[src/rtl/cmp_sched.sv]
// cmp_sched: round-robin scheduler sharing one pipelined comparator among N requesters
module cmp_sched #(
  parameter int N   = 4,
  parameter int W   = 32,
  parameter int LAT = 1
) (
  input  logic           clk,
  input  logic           rst_n,
  input  logic [N-1:0]   req_valid,
  output logic [N-1:0]   req_ready,
  input  logic [N*W-1:0] req_a,
  input  logic [N*W-1:0] req_b,
  input  logic [N*3-1:0] req_op,
  output logic [N-1:0]   rsp_valid,
  output logic [N-1:0]   rsp_z,
  output logic [W-1:0]   cmp_a,
  output logic [W-1:0]   cmp_b,
  output logic [2:0]     cmp_op,
  output logic           cmp_issue,
  input  logic           cmp_z
);
  localparam int PW = $clog2(N);
  logic [PW-1:0]          ptr_q, ptr_d, gnt;
  logic [N-1:0]           busy_q, busy_d, elig, rsp_hit, rsp_valid_q, rsp_z_q;
  logic                   hs, issue_q;
  logic [LAT:0]           tv_q;
  logic [LAT:0][PW-1:0]   tid_q;
  logic [W-1:0]           a_q, b_q;
  logic [2:0]             op_q;
  // Round-robin grant: the first eligible requester at or after the pointer wins
  always_comb begin
    elig = req_valid & ~busy_q;
    gnt = '0;
    for (int o = N - 1; o >= 0; o--)
      if (elig[(int'(ptr_q) + o) % N]) gnt = PW'((int'(ptr_q) + o) % N);
    hs = |elig;
    req_ready = hs ? N'(1) << gnt : '0;
    rsp_hit = tv_q[LAT] ? N'(1) << tid_q[LAT] : '0;
    busy_d = (busy_q & ~rsp_hit) | req_ready;
    ptr_d = hs ? PW'((int'(gnt) + 1) % N) : ptr_q;
  end
  // Issue registers, tag pipeline aligned with cmp_z, and response capture
  always_ff @(posedge clk or negedge rst_n) begin
    if (!rst_n) begin
      ptr_q <= '0;
      busy_q <= '0;
      tv_q <= '0;
      tid_q <= '0;
      issue_q <= 1'b0;
      a_q <= '0;
      b_q <= '0;
      op_q <= '0;
      rsp_valid_q <= '0;
      rsp_z_q <= '0;
    end else begin
      ptr_q <= ptr_d;
      busy_q <= busy_d;
      tv_q <= {tv_q[LAT-1:0], hs};
      tid_q <= {tid_q[LAT-1:0], gnt};
      issue_q <= hs;
      if (hs) begin
        a_q <= req_a[int'(gnt)*W +: W];
        b_q <= req_b[int'(gnt)*W +: W];
        op_q <= req_op[int'(gnt)*3 +: 3];
      end
      rsp_valid_q <= rsp_hit;
      rsp_z_q <= cmp_z ? rsp_hit : '0;
    end
  end
  assign cmp_a = a_q;
  assign cmp_b = b_q;
  assign cmp_op = op_q;
  assign cmp_issue = issue_q;
  assign rsp_valid = rsp_valid_q;
  assign rsp_z = rsp_z_q;
endmodule

[config.mk]
export PLATFORM = sky130hd
export DESIGN_NAME = cmp_sched
export DESIGN_NICKNAME = d
export VERILOG_FILES = /design/src/rtl/cmp_sched.sv
export SDC_FILE = /design/constraint.sdc
export NUM_CORES = 1
export LEC_CHECK = 0
export BUFFER_PORTS_ARGS = -buffer_cell sky130_fd_sc_hd__buf_2
export CORE_AREA = 2 2 139 141
export CTS_CLUSTER_DIAMETER = 60
export DETAILED_ROUTE_END_ITERATION = 6
export DIE_AREA = 0 0 141 143
export PLACE_DENSITY = 0.72
export SLEW_MARGIN = 20
export SYNTH_ARGS = -nofsm -noshare
export SYNTH_HDL_FRONTEND = slang
export SYNTH_SLANG_ARGS = --single-unit
[constraint.sdc]
create_clock -name clk -period 2.1 [get_ports clk]
set_clock_uncertainty 0.15 [all_clocks]
set_input_delay 0.21 -clock clk [delete_from_list [all_inputs] [get_ports clk]]
set_output_delay 0.21 -clock clk [all_outputs]
set_load 0.03 [all_outputs]
Yosys cells after proc, flatten, opt, wreduce, memory -nomap -nowiden
Cells that the tools add are included.
{ "totals": {"elab_cells": 55, "in_bits": 275, "ff_bits": 88} }
{ "classes": {"mux": 18, "addsub": 4, "n_lt_le_gt_ge": 4, "n_reduce_logical": 4, "bitwise_logic": 8, "n_shift": 5, "n_mul": 1} }
{ "op_table": {"columns": ["operator", "n"], "rows": [
  ["128-bit by 8-bit indexed part select with 32-bit output", 2],
  ["3-bit by 4-bit < comparator with 1-bit output (second input constant)", 3],
  ["4-bit 2-to-1 mux", 3],
  ["12-bit by 5-bit indexed part select with 3-bit output", 1],
  ["4-bit AND", 2],
  ["1-bit binary-select mux with 2-bit select", 4],
  ["2-bit 2-to-1 mux", 4],
  ["4-bit NOT", 2],
  ["1-bit by 2-bit left shift with 4-bit output (first input constant)", 2],
  ["1-bit 2-to-1 mux", 7],
  ["2-bit OR reduction", 3],
  ["2-bit by 1-bit adder with 2-bit output (second input constant)", 2],
  ["2-bit adder (second input constant)", 2],
  ["2-bit by 2-bit multiplier with 4-bit output (second input constant)", 1],
  ["4-bit OR", 1],
  ["4-bit OR reduction", 1],
  ["1-bit AND (first input constant)", 3],
  ["2-bit by 3-bit < comparator with 1-bit output (second input constant)", 1]
]} }

Longest topological paths before layout
{ "logic_depth": {"ltp_word": 13, "ltp_mapped": 8} }

Worst setup path before layout
Ideal clock, no wire load.
{ "synth_path": {"path_type": "flip-flop to flip-flop", "from": "reg ptr_q[1]", "to": "reg busy_q[0]", "setup_slack_ns": -0.158, "arrival_ns": 2.030, "n_path_buf": 2, "setup_time_ns": 0.078, "path_stages_with_launch": 9, "period_less_slack_ns": 2.258, "required_time_ns": 1.872, "cell_sequence": "dfrtp_1 buf_6 or4b_4 o211a_2 buf_6 nand2_2 inv_2 nor3_2 o21bai_1"} }
{ "synth_between": {"elab_chain_len": 11} }
{ "synth_lines": {"columns": ["item", "line_no", "source"], "rows": [
  ["start, declared", "23", "logic [PW-1:0] ptr_q, ptr_d, gnt;"],
  ["start signal, assigned", "56", "ptr_q <= ptr_d;"],
  ["2-bit adder", "35", "if (elig[(int'(ptr_q) + o) % N]) gnt = PW'((int'(ptr_q) + o) % N);"],
  ["1-bit binary-select mux with 2-bit select", "35", null],
  ["1-bit 2-to-1 mux (not written as such) (2 in series)", "35", null],
  ["2-bit 2-to-1 mux (3 in series)", "35", null],
  ["2-bit 2-to-1 mux (*)", "35", null],
  ["net gnt[0]", "23", null],
  ["1-bit by 2-bit left shift with 4-bit output (*)", "37", "req_ready = hs ? N'(1) << gnt : '0;"],
  ["4-bit 2-to-1 mux (*)", "37", null],
  ["net req_ready[0]", "10", "output logic [N-1:0] req_ready,"],
  ["4-bit OR (*)", "39", "busy_d = (busy_q & ~rsp_hit) | req_ready;"],
  ["net busy_d[0]", "24", "logic [N-1:0] busy_q, busy_d, elig, rsp_hit, rsp_valid_q, rsp_z_q;"],
  ["end signal, assigned", "57", "busy_q <= busy_d;"],
  ["end, declared", "24", null]
]} }
The timed path passes the listed nets; every way through them passes the cells marked *. The select of a mux whose other input is x is not followed.
A chain may end at the register's enable or synchronous reset.

Worst setup path after layout
{ "layout_path": {"from": "reg ptr_q[0]", "to": "out req_ready[0]"} }
{ "layout_between": {"elab_chain_len": 10} }
{ "layout_lines": {"columns": ["item", "line_no"], "rows": [
  ["2-bit adder", "35"],
  ["1-bit binary-select mux with 2-bit select", "35"],
  ["1-bit 2-to-1 mux (not written as such) (2 in series)", "35"],
  ["2-bit 2-to-1 mux (3 in series)", "35"],
  ["2-bit 2-to-1 mux (*)", "35"],
  ["net gnt[0]", "23"],
  ["1-bit by 2-bit left shift with 4-bit output (*)", "37"],
  ["4-bit 2-to-1 mux (*)", "37"],
  ["end, declared", "10"]
]} }
Marks and branches as above.

==> flow_summary.yaml <==
status:
  status: "complete, but fails checks"
  violations: "negative setup slack"
setup_path:
  rrSetupSlack_ps: -100
  setup.worst_path.start_class: "flop"
  cp_max_fo: 3
  cp.required_ps: 1740
  crit_chain: "or4b_4 -> o211a_4 -> nand2_4 -> inv_4 -> nor3_4 -> buf_6"
  r2r_end: "cmp_a[13]"
  worst_path_max_delay_cell: "or4b_4"
  r2r-start: "ptr_q[0]"
  critPathCaptureType: "primary output"
  crit_type: "reg -> out"
  cp_data_arrival_time_ps: 1860
  ff2ff_path_depth: 8
  crit_path_max_incr_delay_ps: 550
sta:
  fmax_ghz: 0.450
  finalHoldViolations: 0
  worstMarginPinSlew_ps: 674
  slew_headroom_pct: 55.1
  fin_ws_ps: -120
  post-route-period-util_pct: 106
  hold_slack_ps: 15.7
  drv_slew: 0
  fin_crit_ps: 2220
  rsz0062_at_grt: "yes"
  final-setup-viol-count: 70
layout:
  drive_above_1_share_pct: 47.1
  final_util_pct: 44.7
  fin_area_mm2: 0.00830
  stdcell_count: 1209
  fin_nets: 1243
  syn2layout_area_growth_pct: 56.1
placed_design:
  place.gp.congestion: 0.849
  place_area_mm2: 0.00748
  dp_hpwl_um: 15900
  dpl.cell_count: 1160
  portBuffers: 354
synthesis:
  ys_async_sr_fraction_pct: 100
  seq_area_frac_synth_pct: 41.0
  synth_nets: 890
  synth.cell_area_mm2: 0.00532
  syn_inst: 615
  synth_top_area_share_pct: 41.0
  synth_most_common_cell: "dfrtp_1"
  synth_area_leader_cell: "dfrtp_1"
  synth_edf_count: 0
  synth_common_cells: "dfrtp_1, nor2_1, nand3_1"
  ys_types: 39
  synth.area.top_cells: "dfrtp_1, a32oi_1, a21o_1"
  yosys_warnings: 0
  ys_seq_elements: 87
  ys.flop_type: "dfrtp_1"
  avgSynthCellArea_um2: 8.64
global_routing:
  gr-total-overflow: 0
  track_usage_pct: 22.0
  grt_max_degree: 135
  antenna_found_initial: 2
  grt_pass1_vias: 6240
  grt_pass1_wl_um: 34100
power:
  ir_drop_mv: 0.747
  power_leakage_nw: 3.95
  powerDensity_mw_per_mm2: 1560
die:
  io_pins: 355
  fp.dieW_um: 141
  fp.dieArea_mm2: 0.0202
  die_h_um: 143
  core_mm2: 0.0186
  start_util_pct: 28.6
  row_count: 50
routing:
  wl_per_cell_um: 19.8
  via_per_inst: 5.57
  ant_nets: 0
  totalWireLength_um: 24000
  drtIter0Drc: 370
  drt_first_pass_iters: 5
  vias: 6736
  drc: 0
hold_path:
  holdCritPathClass: "in -> reg"
  min_to: "cmp_b[4]"
  hold_start: "req_b[100]"
  hold_path_depth: 3
clocking:
  cts_made_buffers: 9
  clock_latency_ps: 350
  cts.clk_slew.worst_paths_ps: 70
  clock_sinks: 87
  clockRootBuffer: "clkbuf_16"
  h-tree-depth: 3
  cts_tree: "done"
  cts_buffer_depth: 2
flow_run:
  cap_violations: 0
## sequential cells by signal, indices dropped and copies added, names as in the netlist
signal / count
cmp_a: 32
cmp_b: 32
busy_q: 4
rsp_valid: 4
rsp_z: 4
tid_q: 4
cmp_op: 3
ptr_q: 2
tv_q: 2
## metrics by stage
step / power, mW / setup slack (ps) / setup TNS (ps)
6_report: 12.9 / -120 / -3810
5_1_grt: 13.7 / -198 / -9460
4_1_cts: 12.6 / -124 / -1010
3_5_place_dp: 10.4 / 24.1 / 0
3_3_place_gp: 10.3 / 30.7 / 0
2_1_floorplan: 7.91 / -1.49 / -1.49
## repair_timing
action / CTS / global route
endpoints found under the setup margin: 4 / 71
gates cloned: 3 / 4
endpoints found under the hold margin: 91 / 0
pin swaps: 17 / 6
hold buffers: 2 / 0
gates resized for setup: 34 / 21
setup buffers: 18 / 4
## routing by layer
metal  vias to the layer above  GRT usage [%]  wire length, µm
li1                       3083              -                -
met1                      3176           26.0             9360
met3                        55           4.16             1910
met5                         -              0                0
met2                       422           38.4            11800
met4                         0           10.8              918
## logic make-up after synthesis
group                  Yosys count  synth area share, %
and+or+nand+nor                161                 14.6
AOI/OAI and AO/OA              287                 37.5
buffers and inverters           80                 6.90
DFF                             87                 41.0
## cells in the final DEF, fill, tap and decap left out, types with 2 or more instances in the layout
cell,instances
inv_4,2
a32oi_1,67
o21bai_1,3
buf_12,13
nand2b_1,3
a21o_1,67
buf_6,9
a31oi_2,3
nor2_1,68
buf_2,349
o21ai_0,29
nor2b_4,2
and2_1,4
clkinvlp_4,2
diode_2,2
buf_4,35
clkinv_4,2
dlygate4sd3_1,2
inv_1,4
dfrtp_1,86
bufbuf_16,3
clkbuf_16,12
a21oi_2,2
a31oi_1,64
o21ai_1,42
clkbuf_8,2
nand3_1,68
## cell type report
cell class                 instances  area, µm²
fill                            1822      10300
multi-input combinational        448       2920
timing repair buffer             415       2580
sequential                        87       2180
tap                              234        293
clock buffer                      12        256
inverter                           7       35.0
clock inverter                     4       30.0
antenna                            2       5.00
## how the worst max path moves through the flow
stage | slack (ps) | depth (start not counted) | start | endpoint
global route | -200 | 10 | ptr_q[1] | cmp_a[8]
detailed placement | 20 | 8 | ptr_q[0] | cmp_a[8]
CTS | -120 | 6 | ptr_q[0] | req_ready[0]
global placement | 30 | 8 | ptr_q[1] | cmp_b[25]
floorplan | -1 | 8 | ptr_q[1] | busy_q[0]
finish | -120 | 6 | ptr_q[0] | req_ready[0]
## worst max-delay path, delay by kind of cell (launching register included)
kind	cells	cell delay, ps
simple gates	3	760
flops	1	380
buf+inv	2	200
compound gates	1	170
## power breakdown
group / switching [mW] / internal (mW)
Sequential: 0.449 / 2.51
Clock: 0.715 / 0.871
Combinational: 5.20 / 3.18
Total: 6.36 / 6.57
Power figures use the tool's default switching activity.
